==> config.mk <==
export PLATFORM = sky130hd
export DESIGN_NAME = task_12_serializer_stream_flat
export DESIGN_NICKNAME = d
export VERILOG_FILES = /design/src/rtl/task_12_serializer_stream_pkg.sv /design/src/rtl/task_12_serializer_stream_if.sv /design/src/rtl/task_12_serializer_stream_lane_picker.sv /design/src/rtl/task_12_serializer_stream.sv /design/src/flat_wrapper.sv
export SDC_FILE = /design/constraint.sdc
export NUM_CORES = 1
export LEC_CHECK = 0
export ABC_AREA = 1
export BUFFER_PORTS_ARGS = -buffer_cell sky130_fd_sc_hd__buf_2
export CAP_MARGIN = 20
export CORE_MARGIN = 1
export CORE_UTILIZATION = 44
export DETAILED_ROUTE_END_ITERATION = 8
export HOLD_SLACK_MARGIN = 0.12
export PLACE_DENSITY = 0.63
export SLEW_MARGIN = 20
export SYNTH_ARGS = -nofsm -noshare
export SYNTH_HDL_FRONTEND = slang
export SYNTH_SLANG_ARGS = --single-unit
==> constraint.sdc <==
create_clock -name i_clk -period 1.9 [get_ports i_clk]
set_input_delay 0.19 -clock i_clk [delete_from_list [all_inputs] [get_ports i_clk]]
set_output_delay 0.19 -clock i_clk [all_outputs]
set_load 0.02 [all_outputs]
==> src/rtl/task_12_serializer_stream_pkg.sv <==
`default_nettype none
// ============================================================================
// Module   : task_12_pkg
// Purpose  : Shared types and constants for the lane serializer.
// Revision : 1.0
// ============================================================================
package task_12_pkg;

  localparam int DEF_DATA_WIDTH = 32;
  localparam int DEF_N_LANES    = 3;

  typedef enum logic [0:0] {
    ST_IDLE = 1'b0,
    ST_SEND = 1'b1
  } state_t;

  // Lane index width; a single lane still needs a 1-bit index port.
  function automatic int lane_w(input int n);
    return (n <= 2) ? 1 : $clog2(n);
  endfunction

endpackage
`default_nettype wire

==> src/rtl/task_12_serializer_stream_if.sv <==
`default_nettype none
// ============================================================================
// Module   : task_12_serializer_stream_if
// Purpose  : Vector-in / word-out valid-ready stream bundle.
// Revision : 1.0
// ============================================================================
interface task_12_serializer_stream_if
  import task_12_pkg::*;
#(
  parameter int DATA_WIDTH = DEF_DATA_WIDTH,
  parameter int N_LANES    = DEF_N_LANES
);
  localparam int LANE_W = lane_w(N_LANES);

  logic [N_LANES-1:0][DATA_WIDTH-1:0] i_data;
  logic [N_LANES-1:0]                 i_mask;
  logic                               i_valid;
  logic                               o_ready;
  logic [DATA_WIDTH-1:0]              o_data;
  logic [LANE_W-1:0]                  o_lane;
  logic                               o_last;
  logic                               o_valid;
  logic                               i_ready;
  logic                               o_discard;

  modport slave (
    input  i_data, i_mask, i_valid, i_ready,
    output o_ready, o_data, o_lane, o_last, o_valid, o_discard
  );

  modport master (
    output i_data, i_mask, i_valid, i_ready,
    input  o_ready, o_data, o_lane, o_last, o_valid, o_discard
  );
endinterface
`default_nettype wire

==> src/rtl/task_12_serializer_stream_lane_picker.sv <==
`default_nettype none
// ============================================================================
// Module   : task_12_lane_picker
// Purpose  : Finds the next set mask bit above an index (or the lowest one).
// Revision : 1.0
// ============================================================================
module task_12_lane_picker
  import task_12_pkg::*;
#(
  parameter  int N_LANES = DEF_N_LANES,
  localparam int LANE_W  = lane_w(N_LANES)
) (
  input  logic [N_LANES-1:0] i_mask,
  input  logic [LANE_W-1:0]  i_idx,
  input  logic               i_start,
  output logic [LANE_W-1:0]  o_idx,
  output logic               o_found
);

  // Scan downward so the lowest qualifying bit is the one that sticks.
  always_comb begin
    o_idx   = '0;
    o_found = 1'b0;
    for (int k = N_LANES - 1; k >= 0; k--) begin
      if (i_mask[k] && (i_start || (k > int'(i_idx)))) begin
        o_idx   = LANE_W'(k);
        o_found = 1'b1;
      end
    end
  end

endmodule
`default_nettype wire

==> src/rtl/task_12_serializer_stream.sv <==
`default_nettype none
// ============================================================================
// Module   : task_12_serializer_stream
// Purpose  : Serializes a masked N-lane vector into a word stream, no bubbles.
// Revision : 1.0
// ============================================================================
module task_12_serializer_stream
  import task_12_pkg::*;
#(
  parameter int DATA_WIDTH = DEF_DATA_WIDTH,
  parameter int N_LANES    = DEF_N_LANES
) (
  input logic                  i_clk,
  input logic                  i_rst_n,
  task_12_serializer_stream_if.slave s_if
);
  localparam int LANE_W = lane_w(N_LANES);

  state_t                             r_state;
  state_t                             w_state_nxt;
  logic [N_LANES-1:0][DATA_WIDTH-1:0] r_buf;
  logic [N_LANES-1:0]                 r_mask;
  logic [DATA_WIDTH-1:0]              r_data;
  logic [LANE_W-1:0]                  r_lane;
  logic                               r_discard;

  logic [LANE_W-1:0] w_first_idx;
  logic [LANE_W-1:0] w_next_idx;
  logic              w_first_found;
  logic              w_next_found;
  logic              w_valid;
  logic              w_last;
  logic              w_xfer;
  logic              w_ready;
  logic              w_accept;
  logic              w_load;

  task_12_lane_picker #(.N_LANES(N_LANES)) u_first (
    .i_mask  (s_if.i_mask),
    .i_idx   ('0),
    .i_start (1'b1),
    .o_idx   (w_first_idx),
    .o_found (w_first_found)
  );

  task_12_lane_picker #(.N_LANES(N_LANES)) u_next (
    .i_mask  (r_mask),
    .i_idx   (r_lane),
    .i_start (1'b0),
    .o_idx   (w_next_idx),
    .o_found (w_next_found)
  );

  // The held word is last when no enabled lane remains above it.
  assign w_valid  = (r_state == ST_SEND);
  assign w_last   = w_valid && !w_next_found;
  assign w_xfer   = w_valid && s_if.i_ready;
  assign w_ready  = i_rst_n && ((r_state == ST_IDLE) || (w_xfer && w_last));
  assign w_accept = s_if.i_valid && w_ready;
  assign w_load   = w_accept && w_first_found;

  always_ff @(posedge i_clk or negedge i_rst_n) begin
    if (!i_rst_n) begin
      r_state <= ST_IDLE;
    end else begin
      r_state <= w_state_nxt;
    end
  end

  always_comb begin
    w_state_nxt = r_state;
    case (r_state)
      ST_IDLE: begin
        if (w_load) w_state_nxt = ST_SEND;
      end
      ST_SEND: begin
        if (w_xfer && w_last) w_state_nxt = w_load ? ST_SEND : ST_IDLE;
      end
      default: w_state_nxt = ST_IDLE;
    endcase
  end

  // A zero-mask vector is dropped; only the discard pulse records it.
  always_ff @(posedge i_clk or negedge i_rst_n) begin
    if (!i_rst_n) begin
      r_buf     <= '0;
      r_mask    <= '0;
      r_data    <= '0;
      r_lane    <= '0;
      r_discard <= 1'b0;
    end else begin
      r_discard <= w_accept && !w_first_found;
      if (w_load) begin
        r_buf  <= s_if.i_data;
        r_mask <= s_if.i_mask;
        r_lane <= w_first_idx;
        r_data <= s_if.i_data[w_first_idx];
      end else if (w_xfer && !w_last) begin
        r_lane <= w_next_idx;
        r_data <= r_buf[w_next_idx];
      end
    end
  end

  assign s_if.o_ready   = w_ready;
  assign s_if.o_valid   = w_valid;
  assign s_if.o_data    = r_data;
  assign s_if.o_lane    = r_lane;
  assign s_if.o_last    = w_last;
  assign s_if.o_discard = r_discard;

endmodule
`default_nettype wire

==> src/flat_wrapper.sv <==
// flat-port wrapper written by rule: the top's interface ports become plain ports
module task_12_serializer_stream_flat import task_12_pkg::*;
#(
  parameter int DATA_WIDTH = DEF_DATA_WIDTH,
  parameter int N_LANES    = DEF_N_LANES
)
  (i_clk, i_rst_n, s_if_i_data, s_if_i_mask, s_if_i_valid, s_if_i_ready, s_if_o_ready, s_if_o_data, s_if_o_lane, s_if_o_last, s_if_o_valid, s_if_o_discard);
  task_12_serializer_stream_if #(.DATA_WIDTH(DATA_WIDTH), .N_LANES(N_LANES)) s_if_i ();
  input logic i_clk;
  input logic i_rst_n;
  input wire logic [$bits(s_if_i.i_data)-1:0] s_if_i_data;
  input wire logic [$bits(s_if_i.i_mask)-1:0] s_if_i_mask;
  input wire logic [$bits(s_if_i.i_valid)-1:0] s_if_i_valid;
  input wire logic [$bits(s_if_i.i_ready)-1:0] s_if_i_ready;
  output wire logic [$bits(s_if_i.o_ready)-1:0] s_if_o_ready;
  output wire logic [$bits(s_if_i.o_data)-1:0] s_if_o_data;
  output wire logic [$bits(s_if_i.o_lane)-1:0] s_if_o_lane;
  output wire logic [$bits(s_if_i.o_last)-1:0] s_if_o_last;
  output wire logic [$bits(s_if_i.o_valid)-1:0] s_if_o_valid;
  output wire logic [$bits(s_if_i.o_discard)-1:0] s_if_o_discard;
  assign s_if_i.i_data = s_if_i_data;
  assign s_if_i.i_mask = s_if_i_mask;
  assign s_if_i.i_valid = s_if_i_valid;
  assign s_if_i.i_ready = s_if_i_ready;
  assign s_if_o_ready = s_if_i.o_ready;
  assign s_if_o_data = s_if_i.o_data;
  assign s_if_o_lane = s_if_i.o_lane;
  assign s_if_o_last = s_if_i.o_last;
  assign s_if_o_valid = s_if_i.o_valid;
  assign s_if_o_discard = s_if_i.o_discard;
  task_12_serializer_stream #(.DATA_WIDTH(DATA_WIDTH), .N_LANES(N_LANES)) u_core (.i_clk(i_clk), .i_rst_n(i_rst_n), .s_if(s_if_i));
endmodule
-- After elaboration in Yosys (flattened, before gate mapping)
Index checks and enable logic that the tools add are counted.
- input port bits: 103
- word-level logic and storage cells: 49
- register bits after elaboration: 135
- order comparisons: 4
- multiplexer cells: 21
- bitwise operators: 1
- reductions and logical operators: 15
- operator list (operator ; number):
    32-bit binary-select mux with 2-bit select ; 2
    32-bit 2-to-1 mux ; 4
    2-bit 2-to-1 mux ; 7
    1-bit logical AND ; 10
    1-bit 2-to-1 mux ; 7
    2-bit by 3-bit less-than comparator with 1-bit output (second input constant) ; 2
    1-bit zero test ; 3
    1-bit by 2-bit > comparator with 1-bit output (first input constant) ; 1
    2-bit > comparator (first input constant) ; 1
    1-bit case mux with 2 select lines ; 1
    2-bit nonzero test ; 1
    1-bit logical OR ; 1
    1-bit NOT ; 1

-- Longest topological paths before layout
- word-level depth: 14
- mapped depth: 10
- gate-level depth less buffers: 10

-- By module
A second synthesis with hierarchy kept.
- cells, all modules: 932
- area total of the unflattened synthesis: 6994.2 um^2
- by module, submodules not included (module ; instances ; cells an instance ; sequential area each (um^2) ; area an instance (um^2)):
    task_12_serializer_stream ; 1 ; 908 ; 3378.2 ; 6836.6
    task_12_lane_picker ; 2 ; 12 ; 0.0 ; 78.8

-- Least setup slack after synthesis
No wires, ideal clock.
- kind: reg-to-reg
- from: reg u_core.r_lane[1], in the netlist u_core.s_if.o_lane[1]
- to: reg u_core.r_data[11], in the netlist u_core.s_if.o_data[11]
- path slack: 382 ps
- required time: 1775 ps
- buffers on the path: 2
- library setup time: 125 ps
- stages on the path, launching flop included: 10
- clock period less this slack: 1518 ps
- arrival: 1393 ps
- cells stage by stage: dfrtp_1 -> inv_1 -> nand2_2 -> nand3_4 -> nand2_2 -> nand4_4 -> buf_6 -> buf_2 -> nand3_1 -> nand3_1
- longest elaborated chain between the ends: 12
- elaborated cells between the ends (all ways): 22
- classes of those cells: 2 x order compare; 8 x mux; 12 x reduce/logical
- RTL lines (element ; RTL line ; text):
    from (decl) ; task_12_serializer_stream.sv:24 ; logic [LANE_W-1:0] r_lane;
    from (signal assigned) ; task_12_serializer_stream.sv:96 ; r_lane <= w_first_idx;
    from (signal assigned) ; task_12_serializer_stream.sv:99 ; r_lane <= w_next_idx;
    2-bit > comparator ; task_12_serializer_stream_lane_picker.sv:25 ; if (i_mask[k] && (i_start || (k > int'(i_idx)))) begin
    1-bit logical AND ; task_12_serializer_stream_lane_picker.sv:25 ;
    1-bit 2-to-1 mux (2 in a row) ; task_12_serializer_stream_lane_picker.sv:25 ;
    1-bit zero test ; task_12_serializer_stream.sv:56 ; assign w_last = w_valid && !w_next_found;
    1-bit logical AND ; task_12_serializer_stream.sv:56 ;
    1-bit logical AND ; task_12_serializer_stream.sv:58 ; assign w_ready = i_rst_n && ((r_state == ST_IDLE) || (w_xfer && w_last));
    1-bit logical OR ; task_12_serializer_stream.sv:58 ;
    1-bit logical AND ; task_12_serializer_stream.sv:58 ;
    1-bit logical AND ; task_12_serializer_stream.sv:59 ; assign w_accept = s_if.i_valid && w_ready;
    1-bit logical AND ; task_12_serializer_stream.sv:60 ; assign w_load = w_accept && w_first_found;
    32-bit 2-to-1 mux / 2-bit nonzero test (equally long branches) ; -- ;
    to (signal assigned) ; task_12_serializer_stream.sv:97 ; r_data <= s_if.i_data[w_first_idx];
    to (signal assigned) ; task_12_serializer_stream.sv:100 ; r_data <= r_buf[w_next_idx];
    to (decl) ; task_12_serializer_stream.sv:23 ; logic [DATA_WIDTH-1:0] r_data;
Parallel ways exist; a longest one is shown, timed or not. The select of a mux whose other input is x is not followed.
A chain may end at the register's enable or synchronous reset.

-- Final worst setup path
- from: reg u_core.r_lane[1], in the netlist u_core.s_if.o_lane[1]
- to: out s_if_o_last
- longest elaborated chain between the ends: 6
- elaborated cells between the ends (all ways): 8
- classes of those cells: 2 x order compare; 2 x mux; 4 x reduce/logical
- RTL lines (element ; RTL line ; text):
    2-bit > comparator ; task_12_serializer_stream_lane_picker.sv:25 ;
    1-bit logical AND ; task_12_serializer_stream_lane_picker.sv:25 ;
    1-bit 2-to-1 mux ; task_12_serializer_stream_lane_picker.sv:25 ;
    1-bit 2-to-1 mux (*) ; task_12_serializer_stream_lane_picker.sv:25 ;
    1-bit zero test (*) ; task_12_serializer_stream.sv:56 ;
    1-bit logical AND (*) ; task_12_serializer_stream.sv:56 ;
    to (decl) ; flat_wrapper.sv:18 ; output wire logic [$bits(s_if_i.o_last)-1:0] s_if_o_last;
Mark *: on every way between the ends. The rest lies on a longest branch, timed or not.

==> qor.txt <==
area fraction of the dominant cell type after synthesis - 46.9%
post-synthesis adder-cell area fraction - 0%
Fillers - 1277
Placed Instance Area - 0.00714 sq mm
Psw - 3.97 mW
Reg-to-Reg Start - u_core.s_if.o_lane[1]
synth top area cells - dfrtp_1 47%, nand2_1 17%, nand3_1 8.2%
simple-gate share of the synthesized area - 31.4%
final RePlAce weighted congestion - 0.818
compound-gate portion of the synthesized area - 10.0%
Lkg Pwr - 4.63 nW
Clk pwr share - 28.4%
Worst-path clk slew - 0.05 ns
final wirelength - 18900 microns
period utilisation layout - 94.9%
remaining antenna violation count - 0
Reg2Reg Depth - 9
syn nets - 961
row count - 43
ys flop type - dfrtp_1
kind of critical path - reg2out
worst skew pair latency - 0.42 ns
CP startpoint - u_core.s_if.o_lane[1]
final setup margin - 0.0975 ns
worst-case clock buffer depth - 2
initial antenna violation count - 0
post-synthesis instance total - 858
post-DP HPWL - 11300 microns
Top Family by Delay on Critical Path - buffers and inverters
crit path DAT - 1.61 ns
setup violators final - 0
Crit path depth - 8
top post-synthesis cells by count - 281 x nand2_1, 117 x dfrtp_1, 110 x inv_1, 102 x nand3_1, 55 x o21ai_1
Pwr Total - 10.7 mW
crit path launch type - flop
cell taking the most area after synthesis - dfrtp_1
CP cell instances - nor2_1 > nand2_2 > inv_2 > buf_12 > nor2_4 > nand2_2 > inv_1 > buf_2
Sw Share - 37.0%
worst min path class - in2reg
die area - 0.0147 sq mm
Critical Path End - s_if_o_last
count leader, synth - nand2_1
starting density of the core - 45.0%
crit path max-delay cell type - dfrtp_1
status - finished clean
CTS tree - yes
H-Tree Depth - 4
reg-to-reg slack, setup - 0.13 ns
VDD IR max - 854 uV
post-synthesis mux area share - 0%
via count - 6336
Post-Syn Area - 0.00625 sq mm
Pre-antenna DRT Iters - 7
min cycle time layout - 1.80 ns
port bufs - 140
PD cells - 1250 mW/mm^2
CTS Root Cell - clkbuf_16
EDFF count, synth - 0
main combinational cell family by area after synthesis - simple AND/OR/NAND/NOR gates
sequential power share - 37.3%
gr ovfl total - 0
Seq/Total Area, Yosys - 46.9%
number of distinct library cells after synthesis - 23
Final #Nets - 1172
die height - 121 microns
Syn. warnings - 0
area grow syn2layout - 37.1%
Int Pwr - 6.77 mW
Ports - 141
mean number of vias per cell - 5.02
max-cap viol count - 0
final hold violations - 0
crit-path max FO - 14
RSZ-0062 raised after global routing - false
first-pass GRT wire length - 30800 microns
Logic pwr share - 34.3%
Reg2Reg Capture Point - u_core.r_buf[76]
number of global-route vias before repair - 6039
Worst-Margin Slew - 0.511 ns
Worst Path Buf+Inv - 4
mean routed wirelength per cell - 15.0 microns
Worst slew margin - 65.9%
Total Routing Usage GR - 27.5%
WP data required - 1.71 ns
cell mode on critical path - nand2_2
Worst setup EP type - output pin
DRT iter0 DRCs - 513
Max Slew Vio Count - 0
Synth Area in XOR/XNOR - 0%
Sink Count - 117
Synth async-reset ratio - 100%
flops & latches, synth - 117
CTS buffer count - 17
# DRC - 0
Diodes inserted - 0
final instance area - 0.00857 sq mm
Slowest Stage Delay on Critical Path - 0.40 ns
largest net degree at the start of global routing - 86
share of cells above drive strength 1 - 19.7%
Final Core Density - 61.7%
CORE AREA - 0.0139 sq mm
worst-case clock skew - 0.00584 ns
setup TNS - 0 ns
Avg Cell Area, Syn - 7.28 sq um
Max Clk Rate - 555 MHz
worst slack at placement - -0.0526 ns
Horiz. Die Dim - 121 microns
==> metrics by stage <==
stage          hold WS, ns  instances
2_1_floorplan       -0.106        858
3_3_place_gp         0.106       1145
3_5_place_dp         0.105       1145
4_1_cts              0.168       1260
5_1_grt              0.220       1262
6_report             0.181       1262
==> worst register-to-register path: stages (launching register included) <==
cell	delay (ns)
dfrtp_1	0.38
inv_1	0.08
nand2_2	0.09
buf_4	0.13
nand3_4	0.09
nand2_2	0.14
nand4_4	0.24
buf_12	0.29
nor2_1	0.15
a21oi_1	0.05
==> final cells by class <==
cell class / instances / area [sq um] / share of cell area, %
tap: 180 / 225 / 2.63
clock inverter: 7 / 71.3 / 0.832
inverter: 111 / 417 / 4.86
sequential: 117 / 2930 / 34.2
multi-input combinational: 572 / 2610 / 30.5
clock buffer: 25 / 495 / 5.78
timing repair buffer: 250 / 1820 / 21.2
==> power groups by stage <==
stage          combinational, mW  sequential (mW)  clock, mW
2_1_floorplan               1.93             4.35          0
3_3_place_gp                3.46             4.02          0
3_5_place_dp                3.51             4.03          0
4_1_cts                     3.67             4.00       3.08
5_1_grt                     4.14             4.12       3.19
6_report                    3.69             4.01       3.05
==> routing by layer <==
metal / part of all wire, % / vias to the layer above / global-route usage [%]
li1: - / 3150 / -
met1: 46 / 2953 / 38.7
met2: 47 / 210 / 43.0
met3: 5.4 / 23 / 5.03
met4: 1.5 / 0 / 8.87
met5: 0 / - / 0
==> cells by family (layout without fill, tap and decap cells) <==
kind of cell / Yosys count / in the layout
AOI/OAI and AO/OA: 120 / 120
DFF: 117 / 117
buffers and inverters: 170 / 393
and+or+nand+nor: 451 / 452
==> layout by cell type (no fill, tap or decap) <==
| master | n |
|---|---|
| inv_2 | 1 |
| nor2_4 | 3 |
| dlygate4sd3_1 | 81 |
| dfrtp_1 | 117 |
| clkinv_4 | 1 |
| buf_2 | 139 |
| clkinv_2 | 2 |
| nand4_1 | 33 |
| o21ai_1 | 55 |
| clkbuf_16 | 17 |
| nand2_1 | 280 |
| nand4_2 | 1 |
| buf_12 | 7 |
| nand2_2 | 6 |
| buf_4 | 23 |
| nand3_1 | 102 |
| inv_1 | 110 |
| clkinvlp_4 | 3 |
| nor2_1 | 24 |
| nor2_2 | 1 |
| nand3_4 | 1 |
| a21oi_4 | 1 |
| bufinv_16 | 1 |
| o21ai_0 | 41 |
| nand4_4 | 1 |
| a21boi_4 | 1 |
| a21oi_1 | 22 |
| clkbuf_8 | 4 |
| clkbuf_1 | 4 |
==> flip-flops by register name (all words and copies together) (netlist names) <==
signal and flops:
u_core.r_buf 79, u_core.s_if.o_lane 2, u_core.s_if.o_discard 1, u_core.r_mask 2
u_core.s_if.o_data 32, u_core.s_if.o_valid 1
==> repair_timing <==
action                                 CTS  global route
setup endpoints to repair                9           107
hold buffers                            81             0
buffers inserted                         2             1
resized for setup                        1             3
endpoints found under the hold margin  197             0
pin swaps                                1             0
cloned                                   0             1
==> worst min-delay path by stage <==
stage	startpoint	to	cells past startpoint
4_1_cts	s_if_i_mask[1]	u_core.r_mask[1]	3
5_1_grt	s_if_i_mask[1]	u_core.r_mask[1]	3
2_1_floorplan	i_rst_n	u_core.r_buf[11]	0
3_5_place_dp	i_rst_n	u_core.s_if.o_lane[1]	1
3_3_place_gp	i_rst_n	u_core.s_if.o_lane[1]	1
6_report	s_if_i_mask[1]	u_core.r_mask[1]	3
Note: power is estimated with default switching activity, not from simulation.
